===== src/rtl/ologic_tx_sequencer_if.sv =====
// Write-stream and serializer-feed bundle for the OLOGIC TX sequencer.
// The master side produces PHY write words and observes the serializer feed;
// the slave side is the sequencer itself.
interface ologic_tx_sequencer_if #(
    parameter int DW = 16
) ();
    logic          s_valid;
    logic [DW-1:0] s_data;
    logic          s_last;
    logic          s_ready;
    logic [DW-1:0] ol_data;
    logic          ol_oe;

    modport master (
        output s_valid,
        output s_data,
        output s_last,
        input  s_ready,
        input  ol_data,
        input  ol_oe
    );

    modport slave (
        input  s_valid,
        input  s_data,
        input  s_last,
        output s_ready,
        output ol_data,
        output ol_oe
    );
endinterface


===== src/rtl/ologic_tx_sequencer.sv =====
// OLOGIC TX sequencer: waits for bitslip alignment plus a settle interval,
// buffers write words in a small FIFO and frames them into OE-qualified bursts
// with preamble/postamble. Any return to alignment aborts and flushes.
module ologic_tx_sequencer #(
    parameter int            DW         = 16,
    parameter int            DEPTH_LOG2 = 3,
    parameter int            START_LVL  = 4,
    parameter int            SETTLE_CYC = 8,
    parameter int            PRE_CYC    = 1,
    parameter int            POST_CYC   = 1,
    parameter logic [DW-1:0] IDLE_PAT   = {DW{1'b0}}
) (
    input  logic                  gsclk_ol,
    input  logic                  rst,
    input  logic                  i_align_ol_ready_n,
    ologic_tx_sequencer_if.slave  bus,
    output logic                  o_link_up,
    output logic                  o_underrun,
    output logic [DEPTH_LOG2:0]   o_fifo_level
);

    localparam int                  DEPTH    = 1 << DEPTH_LOG2;
    localparam int                  PTR_W    = DEPTH_LOG2;
    localparam int                  LVL_W    = DEPTH_LOG2 + 1;
    localparam logic [LVL_W-1:0]    FULL_LVL = LVL_W'(DEPTH);
    localparam logic [LVL_W-1:0]    START_L  = LVL_W'(START_LVL);
    localparam logic [LVL_W-1:0]    LVL_ONE  = LVL_W'(1);
    localparam logic [PTR_W-1:0]    PTR_ONE  = PTR_W'(1);
    localparam logic [7:0]          SETTLE_L = 8'(SETTLE_CYC);
    localparam logic [3:0]          PRE_L    = 4'(PRE_CYC - 1);
    localparam logic [3:0]          POST_L   = 4'(POST_CYC - 1);

    typedef enum logic [2:0] {
        ST_ALIGN,
        ST_SETTLE,
        ST_IDLE,
        ST_PRE,
        ST_BURST,
        ST_POST
    } state_t;

    state_t              r_state;
    state_t              w_state_next;
    logic [7:0]          r_settle_cnt;
    logic [7:0]          w_settle_next;
    logic [3:0]          r_phase_cnt;
    logic [3:0]          w_phase_next;

    logic [DW-1:0]       r_mem [DEPTH];
    logic                r_last_bits [DEPTH];
    logic [PTR_W-1:0]    r_wr_ptr;
    logic [PTR_W-1:0]    r_rd_ptr;
    logic [LVL_W-1:0]    r_level;
    logic [LVL_W-1:0]    r_last_cnt;

    logic [DW-1:0]       r_ol_data;
    logic                r_ol_oe;
    logic                r_cur_last;
    logic                r_underrun;

    logic                w_link_up;
    logic                w_full;
    logic                w_empty;
    logic                w_s_ready;
    logic                w_realign;
    logic                w_push;
    logic                w_pop;
    logic                w_pop_last;
    logic                w_start;
    logic                w_oe_next;
    logic                w_underrun_set;
    logic                w_flush;

    assign w_link_up  = (r_state == ST_IDLE) || (r_state == ST_PRE) ||
                        (r_state == ST_BURST) || (r_state == ST_POST);
    assign w_full     = (r_level == FULL_LVL);
    assign w_empty    = (r_level == '0);
    assign w_s_ready  = w_link_up && !w_full;
    // A re-alignment request wins over any traffic in the same cycle.
    assign w_realign  = i_align_ol_ready_n && (r_state != ST_ALIGN);
    assign w_push     = bus.s_valid && w_s_ready && !w_realign;
    assign w_pop_last = r_last_bits[r_rd_ptr];
    assign w_start    = (r_last_cnt != '0) || (r_level >= START_L);

    // Next-state, counters and output-enable decode for the framing FSM.
    always_comb begin
        w_state_next   = r_state;
        w_settle_next  = r_settle_cnt;
        w_phase_next   = r_phase_cnt;
        w_oe_next      = r_ol_oe;
        w_pop          = 1'b0;
        w_underrun_set = 1'b0;
        w_flush        = 1'b0;
        case (r_state)
            ST_ALIGN: begin
                w_oe_next = 1'b0;
                if (!i_align_ol_ready_n) begin
                    w_settle_next = SETTLE_L;
                    w_state_next  = (SETTLE_CYC == 0) ? ST_IDLE : ST_SETTLE;
                end
            end
            ST_SETTLE: begin
                w_settle_next = r_settle_cnt - 8'd1;
                if (r_settle_cnt <= 8'd1) begin
                    w_state_next = ST_IDLE;
                end
            end
            ST_IDLE: begin
                w_oe_next = 1'b0;
                if (w_start) begin
                    w_state_next = ST_PRE;
                    w_phase_next = PRE_L;
                    w_oe_next    = 1'b1;
                end
            end
            ST_PRE: begin
                w_oe_next = 1'b1;
                if (r_phase_cnt == 4'd0) begin
                    w_state_next = ST_BURST;
                    if (!w_empty) begin
                        w_pop = 1'b1;
                    end else begin
                        w_underrun_set = 1'b1;
                    end
                end else begin
                    w_phase_next = r_phase_cnt - 4'd1;
                end
            end
            ST_BURST: begin
                w_oe_next = 1'b1;
                if (r_cur_last) begin
                    // The word on the pins closed the burst.
                    if (POST_CYC == 0) begin
                        w_state_next = ST_IDLE;
                        w_oe_next    = 1'b0;
                    end else begin
                        w_state_next = ST_POST;
                        w_phase_next = POST_L;
                    end
                end else if (!w_empty) begin
                    w_pop = 1'b1;
                end else begin
                    // Starved mid-burst: keep driving the idle pattern.
                    w_underrun_set = 1'b1;
                end
            end
            ST_POST: begin
                w_oe_next = 1'b1;
                if (r_phase_cnt == 4'd0) begin
                    w_state_next = ST_IDLE;
                    w_oe_next    = 1'b0;
                end else begin
                    w_phase_next = r_phase_cnt - 4'd1;
                end
            end
            default: begin
                w_state_next = ST_ALIGN;
                w_oe_next    = 1'b0;
            end
        endcase
        if (w_realign) begin
            w_state_next   = ST_ALIGN;
            w_oe_next      = 1'b0;
            w_pop          = 1'b0;
            w_underrun_set = 1'b0;
            w_flush        = 1'b1;
        end
    end

    // FSM state, counters, registered serializer outputs and sticky underrun.
    always_ff @(posedge gsclk_ol or posedge rst) begin
        if (rst) begin
            r_state      <= ST_ALIGN;
            r_settle_cnt <= 8'd0;
            r_phase_cnt  <= 4'd0;
            r_ol_data    <= IDLE_PAT;
            r_ol_oe      <= 1'b0;
            r_cur_last   <= 1'b0;
            r_underrun   <= 1'b0;
        end else begin
            r_state      <= w_state_next;
            r_settle_cnt <= w_settle_next;
            r_phase_cnt  <= w_phase_next;
            r_ol_data    <= w_pop ? r_mem[r_rd_ptr] : IDLE_PAT;
            r_ol_oe      <= w_oe_next;
            r_cur_last   <= w_pop ? w_pop_last : 1'b0;
            if (w_underrun_set) begin
                r_underrun <= 1'b1;
            end
        end
    end

    // FIFO pointers, occupancy and count of buffered burst-terminating words.
    always_ff @(posedge gsclk_ol or posedge rst) begin
        if (rst) begin
            r_wr_ptr   <= '0;
            r_rd_ptr   <= '0;
            r_level    <= '0;
            r_last_cnt <= '0;
        end else if (w_flush) begin
            r_wr_ptr   <= '0;
            r_rd_ptr   <= '0;
            r_level    <= '0;
            r_last_cnt <= '0;
        end else begin
            if (w_push) begin
                r_wr_ptr <= r_wr_ptr + PTR_ONE;
            end
            if (w_pop) begin
                r_rd_ptr <= r_rd_ptr + PTR_ONE;
            end
            case ({w_push, w_pop})
                2'b10:   r_level <= r_level + LVL_ONE;
                2'b01:   r_level <= r_level - LVL_ONE;
                default: r_level <= r_level;
            endcase
            case ({w_push && bus.s_last, w_pop && w_pop_last})
                2'b10:   r_last_cnt <= r_last_cnt + LVL_ONE;
                2'b01:   r_last_cnt <= r_last_cnt - LVL_ONE;
                default: r_last_cnt <= r_last_cnt;
            endcase
        end
    end

    // Data storage; read side is registered through r_ol_data.
    always_ff @(posedge gsclk_ol) begin
        if (w_push) begin
            r_mem[r_wr_ptr] <= bus.s_data;
        end
    end

    // Per-entry last flags, kept in flops so a pop can update last_cnt at once.
    genvar gi;
    generate
        for (gi = 0; gi < DEPTH; gi++) begin : g_last_bits
            always_ff @(posedge gsclk_ol or posedge rst) begin
                if (rst) begin
                    r_last_bits[gi] <= 1'b0;
                end else if (w_push && (r_wr_ptr == PTR_W'(gi))) begin
                    r_last_bits[gi] <= bus.s_last;
                end
            end
        end
    endgenerate

    assign bus.s_ready   = w_s_ready;
    assign bus.ol_data   = r_ol_data;
    assign bus.ol_oe     = r_ol_oe;
    assign o_link_up     = w_link_up;
    assign o_underrun    = r_underrun;
    assign o_fifo_level  = r_level;

endmodule


===== src/flat_wrapper.sv =====
// flat-port wrapper written by rule: the top's interface ports become plain ports
module ologic_tx_sequencer_flat 
#(
    parameter int            DW         = 16,
    parameter int            DEPTH_LOG2 = 3,
    parameter int            START_LVL  = 4,
    parameter int            SETTLE_CYC = 8,
    parameter int            PRE_CYC    = 1,
    parameter int            POST_CYC   = 1,
    parameter logic [DW-1:0] IDLE_PAT   = {DW{1'b0}}
)
  (gsclk_ol, rst, i_align_ol_ready_n, o_link_up, o_underrun, o_fifo_level, bus_s_valid, bus_s_data, bus_s_last, bus_s_ready, bus_ol_data, bus_ol_oe);
  ologic_tx_sequencer_if #(.DW(DW)) bus_i ();
  input  logic gsclk_ol;
  input  logic rst;
  input  logic i_align_ol_ready_n;
  output logic o_link_up;
  output logic o_underrun;
  output logic [DEPTH_LOG2:0] o_fifo_level;
  input wire logic [$bits(bus_i.s_valid)-1:0] bus_s_valid;
  input wire logic [$bits(bus_i.s_data)-1:0] bus_s_data;
  input wire logic [$bits(bus_i.s_last)-1:0] bus_s_last;
  output wire logic [$bits(bus_i.s_ready)-1:0] bus_s_ready;
  output wire logic [$bits(bus_i.ol_data)-1:0] bus_ol_data;
  output wire logic [$bits(bus_i.ol_oe)-1:0] bus_ol_oe;
  assign bus_i.s_valid = bus_s_valid;
  assign bus_i.s_data = bus_s_data;
  assign bus_i.s_last = bus_s_last;
  assign bus_s_ready = bus_i.s_ready;
  assign bus_ol_data = bus_i.ol_data;
  assign bus_ol_oe = bus_i.ol_oe;
  ologic_tx_sequencer #(.DW(DW), .DEPTH_LOG2(DEPTH_LOG2), .START_LVL(START_LVL), .SETTLE_CYC(SETTLE_CYC), .PRE_CYC(PRE_CYC), .POST_CYC(POST_CYC), .IDLE_PAT(IDLE_PAT)) u_core (.gsclk_ol(gsclk_ol), .rst(rst), .i_align_ol_ready_n(i_align_ol_ready_n), .bus(bus_i), .o_link_up(o_link_up), .o_underrun(o_underrun), .o_fifo_level(o_fifo_level));
endmodule

===== config.mk =====
export PLATFORM = sky130hd
export DESIGN_NAME = ologic_tx_sequencer_flat
export DESIGN_NICKNAME = d
export VERILOG_FILES = /design/src/rtl/ologic_tx_sequencer_if.sv /design/src/rtl/ologic_tx_sequencer.sv /design/src/flat_wrapper.sv
export SDC_FILE = /design/constraint.sdc
export NUM_CORES = 1
export LEC_CHECK = 0
export CORE_ASPECT_RATIO = 1.75
export CORE_UTILIZATION = 56
export DETAILED_ROUTE_END_ITERATION = 10
export PLACE_DENSITY = 0.78
export SLEW_MARGIN = 10
export SYNTH_ARGS = -nofsm -noshare
export SYNTH_HDL_FRONTEND = slang
export SYNTH_SLANG_ARGS = --single-unit

===== constraint.sdc =====
create_clock -name gsclk_ol -period 8 [get_ports gsclk_ol]
set_input_delay 0.8 -clock gsclk_ol [delete_from_list [all_inputs] [get_ports gsclk_ol]]
set_output_delay 0.8 -clock gsclk_ol [all_outputs]
set_load 0.01 [all_outputs]

Word level (Yosys, flattened, before mapping)

Memory sizes are Yosys's and may differ from the RTL's.
Index checks and enable logic that the tools add are counted.

Magnitude comparators: 3
Add/subtract/negate cells: 8
$mul: 0
Shift-type cells: 0
Reduce and logical (&&, ||, !) cells: 37
Eq/ne operators: 28
Div/mod/pow operators: 0
Multiplexer cells: 44
Bitwise gates (word level): 1

Operators by type and width:

| kind                | number |
|---|---|
| $mux 3              | 11 |
| $mux 4              | 5 |
| $eq 3x3->1 const B  | 6 |
| $pmux 3 s6          | 1 |
| $mux 1              | 17 |
| $mux 16             | 1 |
| $pmux 4 s2          | 2 |
| $pmux 8 s2          | 1 |
| $logic_and 1x1->1   | 14 |
| $eq 3x2->1 const B  | 4 |
| $pmux 4 s3          | 1 |
| $reduce_bool 3->1   | 4 |
| $sub 4x1->4 const B | 3 |
| $ne 3x1->1 const B  | 3 |
| $ne 3x2->1 const B  | 3 |
| $add 4x1->4 const B | 2 |
| $le 8x1->1 const B  | 1 |
| $logic_not 4->1     | 2 |
| $mux 8              | 1 |
| $sub 8x1->8 const B | 1 |
| $add 3x1->3 const B | 2 |
| $eq 3x1->1 const B  | 2 |
| $logic_not 3->1     | 2 |
| $ne 2x1->1 const B  | 3 |
| 18 further kinds    | 29 |

Bits in writable memories: 128
Latch bits: 0
Bits in read-only memories: 0
Memories: 1
Bits in registers: 56
Output and inout port bits: 24

Memories:

| name         | words | bits a word | read ports | clocked after memory_dff | wr ports | line                      | RTL |
|---|---|---|---|---|---|---|---|
| u_core.r_mem | 8     | 16          | 1          | 0                        | 1        | ologic_tx_sequencer.sv:49 | `logic [DW-1:0] r_mem [DEPTH];` |

Depth between registers and ports, before layout

Gate-level depths: netlist of run 1.

Word-level depth: 11
Mapped depth: 14
Depth with buffers taken out: 12

Worst setup path after synthesis of run 1

Ideal clock, no wire load.

Path type: input to register
Start: input port bus_s_valid
End: memory u_core.r_mem[0][0] (enable)
Arrival: 2,596 ps
Stages on the path: 4
Path buffers: 0
Path slack: 4,995 ps
Required time: 7,591 ps
Cells stage by stage: inv_1 -> nor4_2 -> nand2_1 -> nor3_1

Word-level cells in the longest chain between the ends: 4

Ends and longest elaborated chain:

| element                        | line                       | RTL |
|---|---|---|
| start: declaration             | flat_wrapper.sv:20         | `input wire logic [$bits(bus_i.s_valid)-1:0] bus_s_valid;` |
| $logic_and 1x1->1 (2 in a row) | ologic_tx_sequencer.sv:81  | `assign w_push = bus.s_valid && w_s_ready && !w_realign;` |
| $mux 1                         | ologic_tx_sequencer.sv:227 | `if (w_push) begin` |
| $mux 1 (not written as such)   | ologic_tx_sequencer.sv:228 | `r_mem[r_wr_ptr] <= bus.s_data;` |
| end: declaration               | ologic_tx_sequencer.sv:49  |  |

No other way between the ends.

Worst setup path in the final report of run 1

Start: register u_core.r_phase_cnt[0]
End: register u_core.r_last_cnt[3]

Word-level cells in the longest chain between the ends: 8

Ends and longest elaborated chain:

| element                                  | line                       | RTL |
|---|---|---|
| start: declaration                       | ologic_tx_sequencer.sv:46  | `logic [3:0] r_phase_cnt;` |
| start signal: assignment                 | ologic_tx_sequencer.sv:183 | `r_phase_cnt <= w_phase_next;` |
| $logic_not 4->1 *                        | ologic_tx_sequencer.sv:118 | `if (r_phase_cnt == 4'd0) begin` |
| $mux 1 *                                 | ologic_tx_sequencer.sv:118 |  |
| $pmux 1 s2 *                             | ologic_tx_sequencer.sv:94  | `case (r_state)` |
| $mux 1 *                                 | ologic_tx_sequencer.sv:161 | `if (w_realign) begin` |
| $logic_and 1x1->1 *                      | ologic_tx_sequencer.sv:217 | `case ({w_push && bus.s_last, w_pop && w_pop_last})` |
| $eq 2x1->1 or $eq 2x2->1 (tied branches) | ologic_tx_sequencer.sv:217 |  |
| $pmux 4 s2                               | ologic_tx_sequencer.sv:217 |  |
| $mux 4                                   | ologic_tx_sequencer.sv:200 | `end else if (w_flush) begin` |
| end signal: assignment                   | ologic_tx_sequencer.sv:218 | `2'b10: r_last_cnt <= r_last_cnt + LVL_ONE;` |
| end signal: assignment                   | ologic_tx_sequencer.sv:219 | `2'b01: r_last_cnt <= r_last_cnt - LVL_ONE;` |
| end signal: assignment                   | ologic_tx_sequencer.sv:220 | `default: r_last_cnt <= r_last_cnt;` |
| end: declaration                         | ologic_tx_sequencer.sv:54  | `logic [LVL_W-1:0] r_last_cnt;` |

Every way passes the cells marked *; elsewhere a longest branch is shown, timed or not.
A chain may end at the register's enable or synchronous reset.

==> results of run 1 <==
[worst paths after layout]
path,cells after the start,to,slack [ps],start
max,12,u_core.r_last_cnt[3],4400,u_core.r_phase_cnt[0]
min,1,u_core.r_settle_cnt[7],490,u_core.r_settle_cnt[7]
max reg2reg,12,u_core.r_last_cnt[3],4400,u_core.r_phase_cnt[0]
min reg2reg,1,u_core.r_settle_cnt[7],490,u_core.r_settle_cnt[7]
max in group asynchronous,3,u_core.r_rd_ptr[0],6550,rst
min in group asynchronous,3,u_core.r_settle_cnt[2],910,rst
[through the flow]
| step | hold slack [ps] | std cells | worst slack (ps) | power, mW | util, % |
|---|---|---|---|---|---|
| 2_1_floorplan | 449 | 469 | 4990 | 1.22 | - |
| 3_3_place_gp | 466 | 679 | 4220 | 1.27 | 62.4 |
| 3_5_place_dp | 481 | 679 | 4040 | 1.28 | 62.4 |
| 4_1_cts | 498 | 711 | 4390 | 2.10 | 67.0 |
| 5_1_grt | 511 | 711 | 4150 | 2.17 | 67.0 |
| 6_report | 494 | 711 | 4400 | 2.09 | 67.0 |
[layout make-up]
class / instances / area, um^2
Clock buffer: 18 / 429
Clock inverter: 14 / 175
Multi-Input combinational cell: 250 / 2300
Tap cell: 174 / 218
Sequential cell: 184 / 5250
Timing Repair Buffer: 56 / 531
Fill cell: 869 / 4420
Inverter: 15 / 56.3
[report_power, final]
group / internal, mW / switching [mW]
Clock: 0.426 / 0.401
Sequential: 1.05 / 0.0417
Combinational: 0.0721 / 0.0974
[cell families after synthesis]
| group | Yosys count |
|---|---|
| flops | 184 |
| simple gates | 114 |
| mux | 66 |
| compound gates | 42 |
| buf+inv | 35 |
| fa+ha+maj | 19 |
| xor+xnor | 9 |
[per-layer routing]
layer	global-route usage (%)	part of all wire, %	up-vias
met2	39.6	56	95
met4	11.4	2.5	0
met5	0	0	-
met1	25.2	37	2165
met3	3.82	3.8	32
li1	-	-	1911
[cell usage in the layout, fill, tap and decap left out, drive strengths merged, types with 2 or more instances in the layout]
cell type      instances
edfxtp               128
dfrtp                 56
clkdlybuf4s50         44
nor2                  41
mux4                  34
nand2                 25
mux2i                 23
inv                   23
clkbuf                18
ha                    17
buf                   12
nor3                  12
o21ai                 10
a21oi                 10
nand3                  9
mux2                   9
nor4                   8
xnor2                  6
o31ai                  6
clkinv                 6
a22o                   4
or3                    3
xor2                   3
or4                    3
nand2b                 3
a211oi                 3
nor2b                  2
o211ai                 2
and4b                  2
fa                     2
[registers in the layout (all words and copies together) (netlist names), 3 cells and up]
| signal | cells |
|---|---|
| u_core.bus.ol_data | 16 |
| u_core.r_state | 3 |
| u_core.o_fifo_level | 4 |
| u_core.r_mem | 128 |
| u_core.r_phase_cnt | 4 |
| u_core.r_settle_cnt | 8 |
| u_core.r_rd_ptr | 3 |
| u_core.r_last_cnt | 4 |
| u_core.r_wr_ptr | 3 |
| u_core.r_last_bits | 8 |
[critical path, stage by stage (launching register included)]
cell and delay (ps):
dfrtp_1 400, inv_1 80, ha_1 230, and4bb_2 270, a32oi_2 360, or3_1 710
nor2_1 160, ha_1 320, ha_1 360, nand3_1 110, and4b_1 220, o21ai_0 160
o31ai_1 90
==> impl_metrics.toml, run 1 <==
[outcome]
outcome = "finished clean"

[synthesis]
synth_xor_area_share_pct = 1.02
yosysMostFrequentCell = "edfxtp_1"
synth_area_leader_cell = "edfxtp_1"
synth_top_family_by_area = "multiplexers"
synth_common_cells = "128 x edfxtp_1, 56 x dfrtp_1, 41 x nor2_1"
avgSynthCellArea_um2 = 16.4
synthAdderAreaFrac_pct = 3.28
synthDominantCellAreaShare_pct = 50.0
yosysUniqueCellTypes = 47
netlist_top_cells_area = "edfxtp_1 50%, dfrtp_1 18%, mux4_2 10%"
synthMuxAreaShare_pct = 14.3
ys_warn_count = 0
synth_compound_area_share_pct = 3.72
synth_edf_count = 128
netlist_area_um2 = 7690
ys_seq_area_share_pct = 68.2
synth_nets = 509
synthSimpleGateAreaFrac_pct = 7.53
synth-main-ff-cell = "edfxtp_1"
ys_seq_elements = 184
synth_cells = 469
async_flop_share_pct = 30.4

[hold_path]
hold_class = "reg -> reg"

[detailed_routing]
drt_iter0_markers = 267
drc = 0
drt-wirelength-per-cell_um = 20.5
drt_first_pass_iters = 4
routed_via_density = 5.91
vias = 4203
antenna_left = 0
routed_wl_um = 14600

[layout]
areaGrowthSynthToFinish_pct = 16.4
final_area_um2 = 8960
drive_gt1_share_pct = 17.7
nets = 564
n_antenna_cell = 0

[die]
rows = 56
initial_core_util_pct = 57.5
core_area_um2 = 13400
die-area_um2 = 14200
die_h_um = 157
die_w_um = 90.6
num_io_pins = 45

[setup_path]
crit_fanout = 18
worst_ep_arrival_time_ps = 3900
worstPathRequired_ps = 8300
worstSetupPathType = "reg -> reg"
setup.worst_path.start_class = "register"
worstSetupEndpointType = "register"

[sta]
slew_viol_final = 0
slew-limit-headroom_pct = 37.1
fmax_mhz = 278
period_share_pct = 45.0
rsz0062_at_grt = "false"
worstMarginPinSlew_ps = 935
hold_violations = 0
period_needed_ps = 3600
tns_ps = 0
setup_viol = 0
finClkSkew_ps = 14.3

[clocking]
cts_setup_buffers = 0
cts_tree = "built"
numCtsBuffers = 17
cts.clk_slew.worst_paths_ps = 70
cts_sinks = 184
cts_resized = 0
cts_root_buf = "clkbuf_16"
cts_buffer_depth = 2
cts_hold_buf = 0
insertion_delay_ps = 430
htree_num_levels = 4

[global_routing]
grt_max_degree = 57
grtUsageTotal_pct = 22.1
grt_pass1_wl_um = 23300
grt_pass1_vias = 4571
gr-total-overflow = 0
grt_antenna_before_repair = 0

[place]
hpwl_um = 9120
numPortBuffers = 44
routabilityCongestion = 0.859
place_area_um2 = 8360

[pwr]
vdd_drop_max_uv = 167
p_per_area_nw_per_um2 = 233
leakage_nw = 3.22

[job]
cap_violations = 0
(Power assumes the default switching activity.)
==> run 2: changes to the inputs <==
- CORE_UTILIZATION: 56 -> 53
- PLACE_DENSITY: 0.78 -> 0.77
- clock period: 8 -> 2.9 ns (I/O delays scaled with it)
==> impl_metrics.toml, run 2 (same netlist as run 1, synthesis figures left out) <==
[place]
hpwl_um = 9410
routabilityCongestion = 0.750
numPortBuffers = 44
place_ws_ps = -21.4

[detailed_routing]
drt-wirelength-per-cell_um = 20.6
drc = 0
vias = 4289
antenna_left = 0
drt_iter0_markers = 265
drt_first_pass_iters = 4
routed_wl_um = 15100
routed_via_density = 5.86

[sta]
worstMarginPinSlew_ps = 867
period_share_pct = 94.8
finClkSkew_ps = 10.3
rsz0062_at_grt = "true"
slew_viol_final = 0
setup_slack_ps = 150
tns_ps = 0
hold_violations = 0
slew-limit-headroom_pct = 41.7
fmax_mhz = 364
setup_viol = 0
period_needed_ps = 2750

[layout]
regMostFlops = "u_core.r_mem"
nets = 582
n_antenna_cell = 0
mostFrequentLayoutCell = "edfxtp_1"
largest_reg_flops = 128
final_cell_mix = "128 x edfxtp_1, 55 x dfrtp_1, 44 x clkdlybuf4s50_1"
fillers = 979
drive_gt1_share_pct = 21.4
areaGrowthSynthToFinish_pct = 18.2

[outcome]
outcome = "finished clean"

[global_routing]
gr-total-overflow = 0
grt_pass1_wl_um = 24200
grt_pass1_vias = 4609
grtUsageTotal_pct = 22.2
grt_max_degree = 23
grt_antenna_before_repair = 0

[clocking]
cts_tree = "built"
cts_root_buf = "clkbuf_16"
insertion_delay_ps = 420
numCtsBuffers = 17
cts_buffer_depth = 2
cts_hold_buf = 0
htree_num_levels = 4
cts_sinks = 184
cts.clk_slew.worst_paths_ps = 70

[pwr]
power_mw = 5.73
vdd_drop_max_uv = 380
p_per_area_nw_per_um2 = 630
leakage_nw = 3.30

[die]
initial_core_util_pct = 54.8
die-area_um2 = 15000
die_w_um = 93.1
core_area_um2 = 14000
num_io_pins = 45
die_h_um = 161
rows = 57

[setup_path]
reg2reg_depth = 12
crit_fanout = 4
setup.worst_path.start_class = "register"
worstSetupPathType = "reg -> reg"
worstSetupEndpointType = "register"
worst_ep_arrival_time_ps = 3080
worstPathRequired_ps = 3230

[job]
cap_violations = 0

[hold_path]
hold_class = "in -> async"
## run 2: per-layer routing
layer	wire length, um	global-route usage (%)	share of wire, %	vias up
met5	0	0	0	-
met2	8380	39.6	56	107
li1	-	-	-	1949
met3	485	4.10	3.2	33
met1	5730	25.1	38	2200
met4	479	11.0	3.2	0
## run 2: layout make-up
cell class              count  area [um^2]  area share, %
well taps                 177          221           2.43
clock buffers              18          429           4.72
multi-input cells         250         2330           25.6
repair buffers             74          666           7.32
flip-flops and latches    184         5250           57.7
clock inverters            14          150           1.65
inverters                  15         56.3          0.619
## run 2: stage by stage
| stage | instances | util (%) | hold slack (ps) | area, um^2 |
|---|---|---|---|---|
| floorplan | 469 | - | 389 | 7690 |
| detailed placement | 697 | 60.3 | 470 | 8470 |
| global route | 732 | 64.7 | 236 | 9090 |
| global placement | 697 | 60.3 | 463 | 8470 |
| finish | 732 | 64.7 | 200 | 9090 |
| CTS | 729 | 64.4 | 197 | 9050 |
## run 2: path summary, 6_finish.rpt
path	from	end	slack, ps
min in group gsclk_ol	u_core.o_underrun	u_core.o_underrun	480
min	rst	u_core.r_settle_cnt[5]	200
max in group asynchronous	rst	u_core.r_rd_ptr[0]	1970
min reg2reg	u_core.o_underrun	u_core.o_underrun	480
max reg2reg	u_core.r_phase_cnt[1]	u_core.r_last_cnt[3]	150
max	u_core.r_phase_cnt[1]	u_core.r_last_cnt[3]	150
## run 2: power by group
part / leakage (nW) / internal [mW] / switching (mW)
registers: 1.91 / 2.90 / 0.103
clock network: 0.279 / 1.16 / 1.06
logic: 1.11 / 0.225 / 0.284
## run 2: timing repair
item / in CTS / in global routing
pin swaps: 0 / 2
buffers inserted: 0 / 3
hold endpoints to repair: 0 / 0
setup endpoints to repair: 1 / 2
resized for setup: 2 / 6
## run 2: critical path: stages (launching register included)
cell	delay (ps)
dfrtp_1	400
inv_1	110
ha_1	190
and4bb_2	290
a32oi_2	80
or3_4	370
nor2_2	140
ha_2	220
ha_1	280
a21oi_2	180
and4b_1	250
o21ai_1	80
o31ai_1	70
==> run 3: changes to the inputs <==
- CORE_UTILIZATION: 53 -> 35
- GPL_TIMING_DRIVEN: unset -> 0
- MAX_ROUTING_LAYER: unset -> met4
- PLACE_DENSITY: 0.77 -> 0.55
==> impl_metrics.toml, run 3 (same netlist as run 1, synthesis figures left out) <==
[outcome]
outcome = "finished clean"

[layout]
n_antenna_cell = 0
nets = 587
multiInputGateArea_um2 = 2420
mostFrequentLayoutCell = "edfxtp_1"
final_area_um2 = 9420
areaGrowthSynthToFinish_pct = 22.4
regMostFlops = "u_core.r_mem"
final_cell_mix = "128 x edfxtp_1, 55 x dfrtp_1, 44 x clkdlybuf4s50_1"
largest_reg_flops = 128
area.sequential_um2 = 5250
fillers = 1995
drive_gt1_share_pct = 22.5

[setup_path]
cp_top_family = "multiplexers"
cp_slowest_cell = "mux4_2"
crit_buf_inv = 3
crit_top_cell = "nor2_1"
r2r_slack_ps = 120
path_cells = "buf_8 > buf_12 > mux4_2 > mux2i_4 > nor2_2 > ha_2 > buf_4 > fa_1 > xnor2_1 > nor2_1 > a21oi_1 > nor2_1"
worst_path_largest_cell_delay_ps = 530
setup.worst_path.start_class = "register"
worstSetupEndpointType = "register"
crit_fanout = 10
worstSetupPathType = "reg -> reg"
worst_ep_arrival_time_ps = 3070
worstPathRequired_ps = 3200

[sta]
period_share_pct = 95.7
setup_viol = 0
slew_viol_final = 0
finClkSkew_ps = 8.41
worstMarginPinSlew_ps = 974
period_needed_ps = 2780
setup_slack_ps = 125
rsz0062_at_grt = "true"
slew-limit-headroom_pct = 34.5
fmax_mhz = 360
hold_violations = 0

[global_routing]
gr-total-overflow = 0
grt_pass1_vias = 4679
grt_antenna_before_repair = 0
grt_pass1_wl_um = 25900
grtUsageTotal_pct = 16.4
grt_max_degree = 57

[die]
die_h_um = 198
die_w_um = 114
die-area_um2 = 22600
core_area_um2 = 21500
num_io_pins = 45
rows = 71
initial_core_util_pct = 35.8

[clocking]
htree_num_levels = 4
cts_sinks = 184
insertion_delay_ps = 440
cts_hold_buf = 0
cts_root_buf = "clkbuf_16"
cts_tree = "built"
numCtsBuffers = 17
cts_buffer_depth = 2
cts.clk_slew.worst_paths_ps = 60

[detailed_routing]
drc = 0
drt-wirelength-per-cell_um = 19.5
drt_iter0_markers = 276
vias = 4300
routed_wl_um = 16600
antenna_left = 0
drt_first_pass_iters = 4
routed_via_density = 5.05

[pwr]
vdd_drop_max_uv = 408
netSwitchingPower_mw = 1.37
p_seq_share_pct = 51.8
p_int_mw = 4.39
leakage_nw = 3.33
combinationalPowerShare_pct = 9.6
swShare_pct = 23.8
p_clk_share_pct = 38.6
p_per_area_nw_per_um2 = 612
power_mw = 5.76

[place]
hpwl_um = 11300
place_ws_ps = -642
numPortBuffers = 44
place_area_um2 = 8680
routabilityCongestion = 0.824

[hold_path]
hold_class = "in -> async"

[job]
cap_violations = 0
-- run 3: changes by cell type in the layout (fill, tap and decap cells not counted), moves of 3 or more --
cell | before | now
buf_8 | 0 | 7
clkinv_1 | 0 | 4
nor2_1 | 40 | 34
inv_8 | 6 | 0
buf_2 | 0 | 4
inv_1 | 14 | 11
buf_4 | 30 | 8
clkbuf_1 | 1 | 9
buf_6 | 0 | 5
nor2_2 | 1 | 7
-- run 3: final timing paths --
path / start / end / cells after the start
min in group gsclk_ol: u_core.o_underrun / u_core.o_underrun / 2
max in group asynchronous: rst / u_core.r_rd_ptr[1] / 2
worst max register to register: u_core.r_rd_ptr[0] / u_core.r_last_cnt[2] / 12
worst max-delay path: u_core.r_rd_ptr[0] / u_core.r_last_cnt[2] / 12
worst min register to register: u_core.o_underrun / u_core.o_underrun / 2
worst min-delay path: rst / u_core.r_settle_cnt[2] / 2
-- run 3: power groups by stage --
stage / Sequential, mW / Clock [mW] / Combinational, mW
final: 2.99 / 2.22 / 0.550
after global routing: 3.00 / 2.37 / 0.623
after CTS: 2.98 / 2.29 / 0.550
after detailed placement: 3.04 / 0 / 0.528
after global placement: 3.03 / 0 / 0.501
after floorplan: 3.02 / 0 / 0.353
-- run 3: worst register-to-register path: stages, from the launching register on --
cell     delay (ps)
dfrtp_1         390
buf_8           170
buf_12          180
mux4_2          540
mux2i_4         180
nor2_2           60
ha_2            190
buf_4           140
fa_1            370
xnor2_1         170
nor2_1           60
a21oi_1         140
nor2_1           50
-- run 3: layer usage --
metal	GRT usage, %	share of wire, %	vias up
li1	-	-	1961
met1	16.3	36	2224
met3	3.37	3.1	31
met2	30.0	58	84
met5	-	0	-
met4	7.98	2.7	0
-- run 3: through the flow --
step / setup TNS [ps] / util [%] / hold WS, ps / cells
final: 0 / 43.8 / 337 / 852
after global routing: -154 / 43.8 / 427 / 852
after CTS: 0 / 43.4 / 366 / 849
after detailed placement: -2750 / 40.4 / 468 / 815
after global placement: -132440 / 39.5 / 472 / 805
after floorplan: 0 / - / 389 / 469
-- run 3: layout make-up --
class | instances | area share, %
Clock buffer | 19 | 4.60
Inverter | 15 | 0.624
Clock inverter | 13 | 1.36
Timing Repair Buffer | 60 | 6.72
Buffer | 19 | 1.42
Tap cell | 292 | 3.88
Multi-Input combinational cell | 250 | 25.7
Sequential cell | 184 | 55.7
-- run 3: timing repair --
action,in CTS,in global routing
gates resized for setup,16,19
buffers inserted,3,3
setup endpoints to repair,7,5
pin swaps,1,3
